### src/rtl/uart_sink_pkg.sv
// Shared types and constants for the bench-side UART receiver sink.
package uart_sink_pkg;

  localparam int UART_DATA_BITS = 8;

  typedef enum logic [2:0] {
    IDLE,
    START,
    DATA,
    STOP,
    BREAK
  } uart_sink_state_e;

endpackage

### src/rtl/uart_sink_fifo.sv
// First-word-fall-through byte FIFO; a pop while full frees the slot for a same-cycle push.
module uart_sink_fifo
  import uart_sink_pkg::*;
#(
  parameter int WIDTH = UART_DATA_BITS,
  parameter int DEPTH = 16
) (
  input  logic             clk,
  input  logic             rstn,
  input  logic             push,
  input  logic [WIDTH-1:0] push_data,
  input  logic             pop,
  output logic [WIDTH-1:0] pop_data,
  output logic             full,
  output logic             empty
);

  localparam int AW = $clog2(DEPTH);

  logic [WIDTH-1:0] mem [DEPTH];
  logic [AW:0]      wr_ptr;
  logic [AW:0]      rd_ptr;
  logic             do_push;
  logic             do_pop;

  // The extra pointer MSB tells a wrapped (full) writer from an equal (empty) one.
  assign empty   = (wr_ptr == rd_ptr);
  assign full    = (wr_ptr[AW] != rd_ptr[AW]) && (wr_ptr[AW-1:0] == rd_ptr[AW-1:0]);
  assign do_pop  = pop && !empty;
  assign do_push = push && (!full || do_pop);

  // Head is masked to zero when empty so the consumer sees a defined byte.
  assign pop_data = empty ? '0 : mem[rd_ptr[AW-1:0]];

  always_ff @(posedge clk) begin
    if (do_push) begin
      mem[wr_ptr[AW-1:0]] <= push_data;
    end
  end

  always_ff @(posedge clk) begin
    if (!rstn) begin
      wr_ptr <= '0;
      rd_ptr <= '0;
    end else begin
      if (do_push) wr_ptr <= wr_ptr + 1'b1;
      if (do_pop)  rd_ptr <= rd_ptr + 1'b1;
    end
  end

endmodule

### src/rtl/uart_rx_sink.sv
// 8N1 serial receiver: synchronizer, bit-timing divider and framing FSM feeding a byte FIFO.
module uart_rx_sink
  import uart_sink_pkg::*;
#(
  parameter int CLK_DIV    = 868,
  parameter int FIFO_DEPTH = 16
) (
  input  logic        clk,
  input  logic        rstn,
  input  logic        rxd,
  output logic [7:0]  rx_data,
  output logic        rx_valid,
  input  logic        rx_ready,
  output logic        framing_err,
  output logic        overrun,
  output logic        busy,
  output logic [15:0] byte_count
);

  localparam int          IDX_W     = $clog2(UART_DATA_BITS);
  localparam logic [15:0] HALF_LOAD = 16'(CLK_DIV / 2 - 1);
  localparam logic [15:0] FULL_LOAD = 16'(CLK_DIV - 1);
  localparam logic [IDX_W-1:0] LAST_IDX = IDX_W'(UART_DATA_BITS - 1);

  logic                      sync1;
  logic                      rxs;
  uart_sink_state_e          state;
  uart_sink_state_e          state_next;
  logic [15:0]               div_cnt;
  logic [15:0]               div_next;
  logic [IDX_W-1:0]          bit_idx;
  logic [IDX_W-1:0]          bit_next;
  logic [UART_DATA_BITS-1:0] shift_reg;
  logic [UART_DATA_BITS-1:0] shift_next;
  logic                      push_pend;
  logic                      push_next;
  logic                      ferr_next;
  logic                      fifo_full;
  logic                      fifo_empty;
  logic                      accepted;

  // Synchronizer idles at 1 so reset never looks like a start bit.
  always_ff @(posedge clk) begin
    if (!rstn) begin
      sync1 <= 1'b1;
      rxs   <= 1'b1;
    end else begin
      sync1 <= rxd;
      rxs   <= sync1;
    end
  end

  always_ff @(posedge clk) begin
    if (!rstn) begin
      state       <= IDLE;
      div_cnt     <= '0;
      bit_idx     <= '0;
      shift_reg   <= '0;
      push_pend   <= 1'b0;
      framing_err <= 1'b0;
    end else begin
      state       <= state_next;
      div_cnt     <= div_next;
      bit_idx     <= bit_next;
      shift_reg   <= shift_next;
      push_pend   <= push_next;
      framing_err <= ferr_next;
    end
  end

  always_comb begin
    state_next = state;
    div_next   = div_cnt;
    bit_next   = bit_idx;
    shift_next = shift_reg;
    push_next  = 1'b0;
    ferr_next  = 1'b0;
    case (state)
      IDLE: begin
        if (!rxs) begin
          div_next   = HALF_LOAD;
          state_next = START;
        end
      end
      START: begin
        if (div_cnt != 16'd0) begin
          div_next = div_cnt - 16'd1;
        end else if (rxs) begin
          state_next = IDLE;
        end else begin
          div_next   = FULL_LOAD;
          bit_next   = '0;
          state_next = DATA;
        end
      end
      DATA: begin
        if (div_cnt != 16'd0) begin
          div_next = div_cnt - 16'd1;
        end else begin
          shift_next[bit_idx] = rxs;
          div_next            = FULL_LOAD;
          if (bit_idx == LAST_IDX) begin
            state_next = STOP;
          end else begin
            bit_next = bit_idx + 1'b1;
          end
        end
      end
      STOP: begin
        if (div_cnt != 16'd0) begin
          div_next = div_cnt - 16'd1;
        end else if (rxs) begin
          push_next  = 1'b1;
          state_next = IDLE;
        end else begin
          ferr_next  = 1'b1;
          state_next = BREAK;
        end
      end
      BREAK: begin
        if (rxs) state_next = IDLE;
      end
      default: state_next = IDLE;
    endcase
  end

  // A full FIFO is never empty, so rx_ready alone means the head leaves this cycle.
  assign overrun  = push_pend && fifo_full && !rx_ready;
  assign accepted = push_pend && !overrun;
  assign busy     = (state != IDLE);
  assign rx_valid = !fifo_empty;

  always_ff @(posedge clk) begin
    if (!rstn) begin
      byte_count <= '0;
    end else if (accepted) begin
      byte_count <= byte_count + 16'd1;
    end
  end

  uart_sink_fifo #(
    .WIDTH (UART_DATA_BITS),
    .DEPTH (FIFO_DEPTH)
  ) u_fifo (
    .clk       (clk),
    .rstn      (rstn),
    .push      (push_pend),
    .push_data (shift_reg),
    .pop       (rx_ready),
    .pop_data  (rx_data),
    .full      (fifo_full),
    .empty     (fifo_empty)
  );

endmodule
### config.mk
export PLATFORM = sky130hd
export DESIGN_NAME = uart_rx_sink
export DESIGN_NICKNAME = d
export VERILOG_FILES = /design/src/rtl/uart_sink_pkg.sv /design/src/rtl/uart_sink_fifo.sv /design/src/rtl/uart_rx_sink.sv
export SDC_FILE = /design/constraint.sdc
export NUM_CORES = 1
export LEC_CHECK = 0
export CORE_UTILIZATION = 30
export CTS_BUF_LIST = sky130_fd_sc_hd__clkbuf_4 sky130_fd_sc_hd__clkbuf_8 sky130_fd_sc_hd__clkbuf_16
export CTS_CLUSTER_DIAMETER = 120
export DETAILED_ROUTE_END_ITERATION = 8
export PLACE_DENSITY = 0.56
export SLEW_MARGIN = 15
export SYNTH_ARGS = -nofsm -noshare
export SYNTH_HDL_FRONTEND = slang
export SYNTH_SLANG_ARGS = --single-unit
### constraint.sdc
create_clock -name clk -period 3.1 [get_ports clk]
set_input_delay 0.465 -clock clk [delete_from_list [all_inputs] [get_ports clk]]
set_output_delay 0.465 -clock clk [all_outputs]
set_load 0.02 [all_outputs]
# After elaboration in Yosys (flattened, before gate mapping)
# Memory sizes are Yosys's and may differ from the RTL's. A register that Yosys moved wholly into a read port is not among the register bits.
# Index checks and enable logic that the tools add are counted.
# classes
n_addsub	5
reduce_logical	22
bitwise	3
muxes	30
n_lt_le_gt_ge	2
n_eq_ne	18
# op_table
op	count
$mux W16	5
$pmux W16 S4	1
$mux W3	11
$ne A2 B2 Y1 const B	9
$add A16 B1 Y16 const B	1
$reduce_bool A16 Y1	1
$sub A16 B1 Y16 const B	1
$pmux W3 S5	1
$add A5 B1 Y5 const B	2
$bwmux W8	1
$mux W4	2
$mux W8	1
$logic_and A1 B1 Y1	7
$eq A3 B2 Y1 const B	2
$eq A3 B3 Y1 const B	2
$pmux W3 S2	1
$reduce_and A6 Y1	1
$eq A5 B5 Y1	1
$mux W1	5
$reduce_and A5 Y1	1
$eq A4 B4 Y1	1
$logic_not A1 Y1	4
$lt A3 B4 Y1 const B	1
$reduce_and A4 Y1	1
other kinds (15)	17
# word_totals
in_bits	4
memories	1
word_cells	92
register_bits	60
out_inout_bits	28
ramBits	128
# mem_list
memory	words	word_bits	read_ports	rd_ports_with_merged_regs	wr	line_no	source
u_fifo.mem	16	8	1	1	1	uart_sink_fifo.sv:20	logic [WIDTH-1:0] mem [DEPTH];

# Logic depth before layout (Yosys ltp)
# logic_depth
depth_word	7
depth_mapped	7
depth_no_buf	7

# Hierarchy
# From an unflattened synthesis, not the netlist that was laid out.
# hier_totals
hier_cells	586
area_unflattened_um2	8107.8
# modules_own_cells
mod	cells_each	n_inst	seq_area_each_um2	area_per_inst_um2
uart_sink_fifo	292	1	4124.0	5614.1
uart_rx_sink	294	1	1001.0	2493.6

# Worst setup path after synthesis
# Ideal clock, no wire load.
# synth_timing
kind	reg2out
startpoint	register (tool-made name)
endpoint	output rx_data[0]
n_path_buf	2
t_required_ps	2635
t_arrival_ps	1981
stages_incl_launch_ff	6
slack_ps	654
path_cell_list	dfxtp_1 > clkbuf_1 > buf_2 > mux4_2 > mux4_2 > nor2b_1
# synth_rtl
element	line_no	source
to (decl)	uart_rx_sink.sv:11	output logic [7:0] rx_data,

==> impl_metrics.json <==
{
  "ir_drop_mv": 0.3649,
  "area_growth_syn_to_layout_pct": 17.38,
  "cts_setup_buffers": 0,
  "ys_warn_count": 0,
  "mostFrequentLayoutCell": "edfxtp_1",
  "synth_nets": 589,
  "die_h_um": 166.4,
  "dpl.hpwl_um": 11810,
  "cap_violations": 0,
  "grt_pass1_vias": 5131,
  "power.density_cell_area_nw_per_um2": 549.1,
  "drive_gt1_share_pct": 16.82,
  "hold_path.class": "reg2reg",
  "mostFrequentLayoutCells": "edfxtp_1, dfxtp_1, nor2_1",
  "p_sw_w": 0.001317,
  "synth_area_um2": 8107,
  "grt-ovfl-total": 0,
  "cts-root-buf": "clkbuf_16",
  "grt_pass1_wl_um": 28720,
  "maxSlewHeadroom_pct": 47.49,
  "period_share_pct": 96.31,
  "synth.avg_cell_area_um2": 14.10,
  "tns_ps": 0,
  "drcViolationCount": 2,
  "power.share.clock_pct": 41.8,
  "cts_buffers": 17,
  "ys_ff_latch": 192,
  "finalSetupViolations": 0,
  "yosysTopAreaCellShare_pct": 47.41,
  "pre_cts_slack_ps": 342.5,
  "internal-power_w": 0.003907,
  "die_w_um": 166.4,
  "largest_register_ff_count": 128,
  "worstSetupStartpointType": "flip-flop",
  "final.min_clock_period_ps": 2986,
  "die-area_um2": 27680,
  "routedWlPerCell_um": 18.79,
  "final_core_util_pct": 36.21,
  "synth-async-reset-ratio_pct": 0,
  "final_nets": 637,
  "cts_tree": "done",
  "antenna-diode-count": 0,
  "end_kind": "output port",
  "core-area_um2": 26280,
  "leakagePower_nw": 3.061,
  "ys_seq_area_share_pct": 63.22,
  "status": "finished, violations left",
  "ant_nets": 0,
  "sequentialPowerShare_pct": 52.6,
  "numPortBuffers": 31,
  "clock-sinks": 192,
  "fin_ws_ps": 114.4,
  "nFillCells": 2490,
  "start_util_pct": 30.85,
  "std_cell_rows": 59,
  "grt.total_usage_pct": 13.69,
  "synth_flop_cell": "edfxtp_1",
  "netlist_instances": 575,
  "rsz0062_at_grt": "no",
  "synth_cell_types": 51,
  "crit_type": "reg2out",
  "skew_ps": 14.10,
  "clock_path_buffers": 2,
  "critPathArrivalTime_ps": 2520,
  "drv_slew": 0,
  "worstMarginPinSlew_ps": 780.5,
  "antenna_found_initial": 0,
  "layoutNonFillerInstCount": 971,
  "cts.clk_slew.worst_paths_ps": 80,
  "synth_area_leaders": "edfxtp_1, dfxtp_1, mux4_2, a21oi_1, nor2_1",
  "dp_cells": 939,
  "wl_um": 18250,
  "vias_per_cell": 5.183,
  "place.gp.congestion": 0.7362,
  "violations": "DRC",
  "hold_violations": 0,
  "clock_latency_ps": 440,
  "finalPower_w": 0.005225,
  "post_cts_resized": 8,
  "first_pass_iters": 7,
  "combPwrFrac_pct": 5.6,
  "cts_hold_buf": 0,
  "drtIter0Drc": 464,
  "vias": 5033,
  "io_pins": 32,
  "yosysTopAreaCell": "edfxtp_1",
  "critPathRequiredTime_ps": 2630,
  "synth_edf_count": 128,
  "grt_start_max_net_pins": 33,
  "fmax_mhz": 334.9,
  "p_sw_share_pct": 25.21,
  "htreeDepth": 4,
  "worstPathMaxFanout": 24
}
## routing by layer
layer  up-vias  global-route usage (%)  share of wire, %
li1       2335                       -                 -
met1      2535                   17.77                44
met3        25                   3.527               5.9
met2       138                   22.31                48
met5         -                       0                 0
met4         0                   4.388               1.6
## cells in the mapped netlist, types with 3 or more instances
cell and number:
and4_1 4, edfxtp_1 128, o21a_1 7, nor2_1 41, a21oi_1 31, inv_1 10, nor2b_1 12, nand2b_1 11
nand3_1 10, and2_1 4, a31oi_1 4, xnor2_1 12, ha_1 10, or3_1 12, mux4_2 40, nor4_1 9
mux2i_1 11, nor3_1 14, dfxtp_1 64, nand4_1 6, buf_2 4, o21ai_0 19, nand2_1 21, and3_1 22
nand3b_1 4, o2111ai_1 3, o41ai_1 3, a21boi_0 3, o211ai_1 4, clkbuf_1 19, xor2_1 7
## final cells by class
type,count,area [um2],area share (%)
Sequential cell,192,5126,53.87
Timing Repair Buffer,53,491.7,5.168
Clock buffer,18,432.9,4.550
Tap cell,335,419.2,4.405
Inverter,10,37.54,0.3945
Multi-Input combinational cell,349,2849,29.94
Clock inverter,14,158.9,1.670
## critical path, stage by stage (launching register included)
cell	delay, ps
dfxtp_2	360
buf_12	220
mux4_2	530
mux4_2	500
nor2b_1	150
dlygate4sd2_1	320
## cells by family (layout without fill, tap and decap cells)
family	count (synthesis)	after routing	synth area share, %
DFF	192	192	63.22
and+or+nand+nor	182	182	12.35
AOI/OAI and AO/OA	87	87	6.730
muxes	51	51	12.47
buffers and inverters	34	95	1.636
xor gates and xnor gates	19	19	2.053
adders and majority gates	10	10	1.543
## final timing paths
kind                            startpoint  slack [ps]  cells after the start            to
worst max-delay path             flip-flop         110                      5    rx_data[1]
worst min-delay path                 sync1         430                      1           rxs
worst max register to register  div_cnt[0]         580                      7  shift_reg[5]
worst min register to register       sync1         430                      1           rxs
## power by group through the flow
stage / clock [W] / combinational (W) / sequential, W
floorplan: 0 / 0.000218 / 0.00279
global placement: 0 / 0.000282 / 0.00280
detailed placement: 0 / 0.000287 / 0.00280
CTS: 0.00222 / 0.000289 / 0.00275
global route: 0.00233 / 0.000326 / 0.00275
finish: 0.00219 / 0.000293 / 0.00275
## metrics by stage
stage | hold slack (ps) | area [um2]
detailed placement | 414.5 | 8932
CTS | 432.7 | 9514
global placement | 422.6 | 8932
floorplan | 386.3 | 8107
global route | 450.8 | 9515
finish | 426.4 | 9515
Power figures use the tool's default switching activity.
